==> config.mk <==
export PLATFORM = sky130hd
export DESIGN_NAME = raster_sink
export DESIGN_NICKNAME = d
export VERILOG_FILES = /design/src/rtl/raster_sink.sv
export SDC_FILE = /design/constraint.sdc
export NUM_CORES = 1
export LEC_CHECK = 0
export ABC_AREA = 1
export CAP_MARGIN = 40
export CORE_MARGIN = 8
export CORE_UTILIZATION = 60
export CTS_CLUSTER_SIZE = 14
export DETAILED_ROUTE_END_ITERATION = 10
export PLACE_DENSITY = 0.79
export SETUP_SLACK_MARGIN = 0.02
export SYNTH_ARGS = -nofsm -noshare
export SYNTH_HDL_FRONTEND = slang
export SYNTH_SLANG_ARGS = --single-unit
==> constraint.sdc <==
create_clock -name clock -period 14.5 [get_ports clock]
set_clock_uncertainty 0.1 [all_clocks]
set_input_delay 4.35 -clock clock [delete_from_list [all_inputs] [get_ports clock]]
set_output_delay 4.35 -clock clock [all_outputs]
set_load 0.03 [all_outputs]
==> src/rtl/raster_sink.sv <==
// Consumer end of the raster pixel stream. It buffers (x, y, color) pixels in a small FIFO,
// writes them out as linear framebuffer addresses and checks that they arrive in raster order.
module raster_sink #(
    parameter int WIDTH       = 8,
    parameter int COLOR_WIDTH = 3,
    parameter int ADDR_WIDTH  = 16,
    parameter int FIFO_DEPTH  = 4
) (
    input  logic                   clock,
    input  logic                   reset,
    input  logic                   start,
    input  logic [WIDTH-1:0]       x_max,
    input  logic [WIDTH-1:0]       y_max,
    input  logic                   in_valid,
    output logic                   in_ready,
    input  logic [WIDTH-1:0]       in_x,
    input  logic [WIDTH-1:0]       in_y,
    input  logic [COLOR_WIDTH-1:0] in_color,
    output logic [ADDR_WIDTH-1:0]  mem_addr,
    output logic [COLOR_WIDTH-1:0] mem_data,
    output logic                   mem_we,
    input  logic                   mem_ready,
    output logic                   busy,
    output logic                   frame_done,
    output logic                   seq_error
);

    localparam int PTR_W  = $clog2(FIFO_DEPTH);
    localparam int CNT_W  = PTR_W + 1;
    localparam int PROD_W = 2 * WIDTH + 2;
    localparam int FULL_W = (PROD_W > ADDR_WIDTH) ? PROD_W : ADDR_WIDTH;

    typedef enum logic [1:0] {
        S_IDLE,
        S_RUN,
        S_DRAIN,
        S_DONE
    } state_t;

    // Row-major address, formed at full precision before truncation to the port width.
    function automatic logic [ADDR_WIDTH-1:0] pixel_addr(
        input logic [WIDTH-1:0] x,
        input logic [WIDTH-1:0] y,
        input logic [WIDTH-1:0] xm
    );
        logic [FULL_W-1:0] stride;
        logic [FULL_W-1:0] full;
        stride = FULL_W'(xm) + FULL_W'(1);
        full   = FULL_W'(y) * stride + FULL_W'(x);
        return full[ADDR_WIDTH-1:0];
    endfunction

    state_t                 state_q, state_d;
    logic [WIDTH-1:0]       x_max_q, x_max_d;
    logic [WIDTH-1:0]       y_max_q, y_max_d;
    logic [WIDTH-1:0]       ex_q, ex_d;
    logic [WIDTH-1:0]       ey_q, ey_d;
    logic                   seq_error_q, seq_error_d;
    logic [CNT_W-1:0]       count_q, count_d;
    logic [PTR_W-1:0]       wr_ptr_q, wr_ptr_d;
    logic [PTR_W-1:0]       rd_ptr_q, rd_ptr_d;

    logic [ADDR_WIDTH-1:0]  fifo_addr_q  [FIFO_DEPTH];
    logic [COLOR_WIDTH-1:0] fifo_color_q [FIFO_DEPTH];
    logic [ADDR_WIDTH-1:0]  fifo_addr_d;
    logic [COLOR_WIDTH-1:0] fifo_color_d;

    logic fifo_full;
    logic fifo_empty;
    logic push;
    logic pop;
    logic last_pixel;
    logic coord_ok;

    always_comb begin
        fifo_full  = (count_q == CNT_W'(FIFO_DEPTH));
        fifo_empty = (count_q == '0);
        in_ready   = (state_q == S_RUN) && !fifo_full;
        push       = in_valid && in_ready;
        mem_we     = !fifo_empty;
        pop        = mem_we && mem_ready;
        // Head is gated so the outputs read zero whenever nothing is queued.
        mem_addr   = fifo_empty ? '0 : fifo_addr_q[rd_ptr_q];
        mem_data   = fifo_empty ? '0 : fifo_color_q[rd_ptr_q];
        busy       = (state_q != S_IDLE);
        frame_done = (state_q == S_DONE);
        seq_error  = seq_error_q;
        last_pixel = (ex_q == x_max_q) && (ey_q == y_max_q);
        coord_ok   = (in_x == ex_q) && (in_y == ey_q);
        fifo_addr_d  = pixel_addr(in_x, in_y, x_max_q);
        fifo_color_d = in_color;
    end

    always_comb begin
        wr_ptr_d = wr_ptr_q;
        rd_ptr_d = rd_ptr_q;
        count_d  = count_q;
        if (push) begin
            wr_ptr_d = wr_ptr_q + PTR_W'(1);
        end
        if (pop) begin
            rd_ptr_d = rd_ptr_q + PTR_W'(1);
        end
        case ({push, pop})
            2'b10:   count_d = count_q + CNT_W'(1);
            2'b01:   count_d = count_q - CNT_W'(1);
            default: count_d = count_q;
        endcase
    end

    always_comb begin
        state_d     = state_q;
        x_max_d     = x_max_q;
        y_max_d     = y_max_q;
        ex_d        = ex_q;
        ey_d        = ey_q;
        seq_error_d = seq_error_q;
        case (state_q)
            S_IDLE: begin
                if (start) begin
                    x_max_d     = x_max;
                    y_max_d     = y_max;
                    ex_d        = '0;
                    ey_d        = '0;
                    seq_error_d = 1'b0;
                    state_d     = S_RUN;
                end
            end
            S_RUN: begin
                if (push) begin
                    if (!coord_ok) begin
                        seq_error_d = 1'b1;
                    end
                    // Completion follows the expected pointer, so a bad stream still terminates.
                    if (ex_q == x_max_q) begin
                        ex_d = '0;
                        ey_d = ey_q + WIDTH'(1);
                    end else begin
                        ex_d = ex_q + WIDTH'(1);
                    end
                    if (last_pixel) begin
                        state_d = S_DRAIN;
                    end
                end
            end
            S_DRAIN: begin
                if (count_d == '0) begin
                    state_d = S_DONE;
                end
            end
            S_DONE: begin
                state_d = S_IDLE;
            end
            default: begin
                state_d = S_IDLE;
            end
        endcase
    end

    always_ff @(posedge clock or posedge reset) begin
        if (reset) begin
            state_q     <= S_IDLE;
            x_max_q     <= '0;
            y_max_q     <= '0;
            ex_q        <= '0;
            ey_q        <= '0;
            seq_error_q <= 1'b0;
            count_q     <= '0;
            wr_ptr_q    <= '0;
            rd_ptr_q    <= '0;
        end else begin
            state_q     <= state_d;
            x_max_q     <= x_max_d;
            y_max_q     <= y_max_d;
            ex_q        <= ex_d;
            ey_q        <= ey_d;
            seq_error_q <= seq_error_d;
            count_q     <= count_d;
            wr_ptr_q    <= wr_ptr_d;
            rd_ptr_q    <= rd_ptr_d;
        end
    end

    // Storage is discarded on reset by clearing the pointers; the words themselves need no reset.
    always_ff @(posedge clock) begin
        if (push) begin
            fifo_addr_q[wr_ptr_q]  <= fifo_addr_d;
            fifo_color_q[wr_ptr_q] <= fifo_color_d;
        end
    end

endmodule

==> summary.md <==
| Metric | Value |
|---|---|
| Post-cts gate resize count | `0` |
| Min-delay worst type | `register to register` |
| MaxCap Viol Count | `0` |
| Delay-heaviest family, CP | `adder cells` |
| Die Ht | `approximately 130 um` |
| Die Wd | `133.4 um` |
| Synthesized area | `0.008265 mm2` |
| Starting DRC count in detailed routing | `404` |
| Yosys cell types | `39` |
| Via count | `~6,300` |
| Mux cell area share after synthesis | `0%` |
| Most used cell, CP | `fa_1` |
| Combinational family with the most area after synthesis | `adder cells` |
| Worst-Skew Late Latency | `approximately 420 ps` |
| Post-synthesis instance total | `around 950` |
| Worst setup SP type | `input pin` |
| CTS tree | `built` |
| Post-synthesis simple-gate area fraction | `around a fifth` |
| Top-Level Pins | `64` |
| Via density | `5.248` |
| Kind of critical path | `input pin to register` |
| Worst-Margin Slew | `862.0 ps` |
| Area share of the largest cell type after synthesis | `about 28%` |
| Initial Util | `60.48%` |
| Relative slew slack | `about 43%` |
| Total CTS buffers | `17` |
| Dpl hpwl | `approximately 13,000 um` |
| Core area | `~0.014 mm2` |
| Count of input and output buffers | `63` |
| Mean post-synth cell area | `8.710 um2` |
| Post-Syn Nets | `between 1,000 and 1,500` |
| Register area share after synthesis | `between 40% and 50%` |
| Remaining global-route overflow | `0` |
| Largest net degree at the start of global routing | `43` |
| Setup TNS | `0 ps` |
| Most frequent cell after synthesis | `nand2_1` |
| Synth warn | `0` |
| Root Buffer | `clkbuf_16` |
| First-pass iteration count of the detailed router | `5` |
| Row Count | `43` |
| Diodes inserted | `0` |
| Fin crit share | `59.02%` |
| Area grow syn2layout | `17.53%` |
| Fillers | `approximately 1,000` |
| Area leader, netlist | `edfxtp_1` |
| Post-synth ARST share | `35.59%` |
| Dominant cells by area after synthesis | `edfxtp_1 (28%), dfrtp_1 (13%), fa_1 (12%)` |
| Wirelength per Cell | `roughly 15 um` |
| Vias in the first global route | `roughly 6,400` |
| Final hold violations | `0` |
| Worst path slowest cell | `clkdlybuf4s50_1` |
| Compound-gate portion of the synthesized area | `under 10%` |
| # DRC | `0` |
| Ys flop type | `edfxtp_1` |
| Clock Tree Buf Depth | `2` |
| Ratio of cells with drive above 1 in the final layout | `roughly 7%` |
| Unrepaired setup endpoints after global routing | `no` |
| Synth Area in XOR/XNOR | `about 4.3%` |
| Slew Limit Fails | `0` |
| WP buf/inv | `4` |
| ANT nets after route | `0` |
| Slowest cell delay on critical path | `~640 ps` |
| Endpoint class of the critical path | `register` |
| Adder-Cell Fraction of Synth Area | `19.53%` |
| Synth top cells by count | `nand2_1 (168), nor2_1 (162), inv_1 (151), edfxtp_1 (76), o21ai_0 (56)` |
| Fmax | `116.9 MHz` |
| Final WL | `around 18,000 um` |
| CTS H-tree lvls | `4` |
| First-pass GRT wire length | `between 30,000 and 40,000 um` |
| CTS hold repair buffers | `0` |
| Total track usage | `21.56%` |
| Status | `complete, no violations` |
| Seq cells post-synth | `between 100 and 150` |
| Critical Path, Cell by Cell | `clkdlybuf4s50_1 -> inv_1 -> nor2_1 -> fa_1 -> fa_1 -> fa_1 -> inv_1 -> fa_1 -> inv_1 -> ha_1 -> nand2_1 -> o21ai_0 -> nand2_1 -> o2111ai_1 -> xor2_1` |
| Worst Path Max Fanout | `7` |
| EDFF count, synth | `76` |
| # setup viols final | `0` |
| Minimum clock period after layout | `8557 ps` |
| Clock Sinks | `~120` |
| Initial antenna violation count | `0` |
| Clk slew on worst S/H paths | `60 ps` |
| CP arrival | `just under 9000 ps` |
| Post-CTS setup repair buffer count | `0` |
| Critical path data required time | `14,620 ps` |
| GP Congestion | `0.9207` |
| DIE AREA | `approximately 0.018 mm2` |
| Final #Nets | `about 1,200` |
==> sequential cells by signal, summed over array words and instances, names as in the netlist, 2 cells and up <==
name / flops
y_max_q: 8
state_q: 2
ey_q: 8
fifo_addr_q: 64
fifo_color_q: 12
ex_q: 8
x_max_q: 8
count_q: 3
rd_ptr_q: 2
wr_ptr_q: 2
==> routing by layer <==
layer	vias up	GRT usage, %	share of wire (%)
li1	3102	-	-
met1	3013	26.72	44
met2	180	36.02	49
met3	24	5.572	5.0
met4	0	6.987	1.7
met5	-	0	0
==> metrics by stage <==
step                utilization, %  hold WS, ps  area, um2  setup WS [ps]  cells
detailed placement           66.55        407.1       9095           5572   1172
finish                       71.09        411.5       9714           5943   1204
global route                 71.09        446.3       9714           5718   1204
floorplan                        -        391.1       8265           6202    949
global placement             66.24        406.2       9052           5654   1170
CTS                          71.09        415.7       9714           5966   1204
==> worst min-delay path, cell delays in order, from the launching register on <==
cell     delay (ps)
dfrtp_1         370
inv_1            50
a21oi_1          50
==> final cells by class <==
cell class / instances / area, um2 / area share, %
Tap cell: 180 / 225.2 / 2.318
Clock inverter: 15 / 193.9 / 1.996
Multi-Input combinational cell: 640 / 4207 / 43.30
Clock buffer: 17 / 425.4 / 4.379
Sequential cell: 118 / 3333 / 34.31
Inverter: 163 / 611.8 / 6.298
Timing Repair Buffer: 71 / 718.2 / 7.393
==> cell families (layout without fill, tap and decap cells) <==
kind of cell | Yosys count | count (layout)
compound gates | 116 | 116
xor+xnor | 41 | 41
fa+ha+maj | 99 | 99
buf+inv | 191 | 266
flops | 118 | 118
simple gates | 384 | 384
==> layout by cell type (no fill, tap or decap), types with 2 or more instances in the layout <==
master,instances
nor3_1,9
o21ai_2,2
a21oi_1,51
inv_2,11
nor2_8,2
ha_1,49
clkinv_1,2
xnor2_1,20
nor2_2,2
edfxtp_1,76
inv_1,150
bufinv_16,3
nand2_1,168
nand3_1,18
nor2_1,162
clkbuf_16,17
inv_6,5
o2111ai_1,2
dfrtp_1,42
clkinv_4,5
nand2_2,2
clkdlybuf4s50_1,63
a21o_1,2
nand4_1,8
buf_4,6
xor2_1,21
or2_2,3
o21ai_0,56
fa_1,50
nand3_2,3
==> final timing paths <==
check / startpoint / endpoint / slack (ps) / depth (start not counted)
worst min-delay path: seq_error / seq_error / 410 / 2
max in group asynchronous: reset / ex_q[4] / 9620 / 3
worst max-delay path: in_y[5] / fifo_addr_q[2][13] / 5940 / 15
min in group asynchronous: reset / count_q[2] / 4270 / 3
worst min register to register: seq_error / seq_error / 410 / 2
worst max register to register: x_max_q[0] / fifo_addr_q[2][13] / 8790 / 20
Power is left out: the tool's default activity adds up to more than one toggle a clock period on the data nets, which glitch-free logic cannot reach.
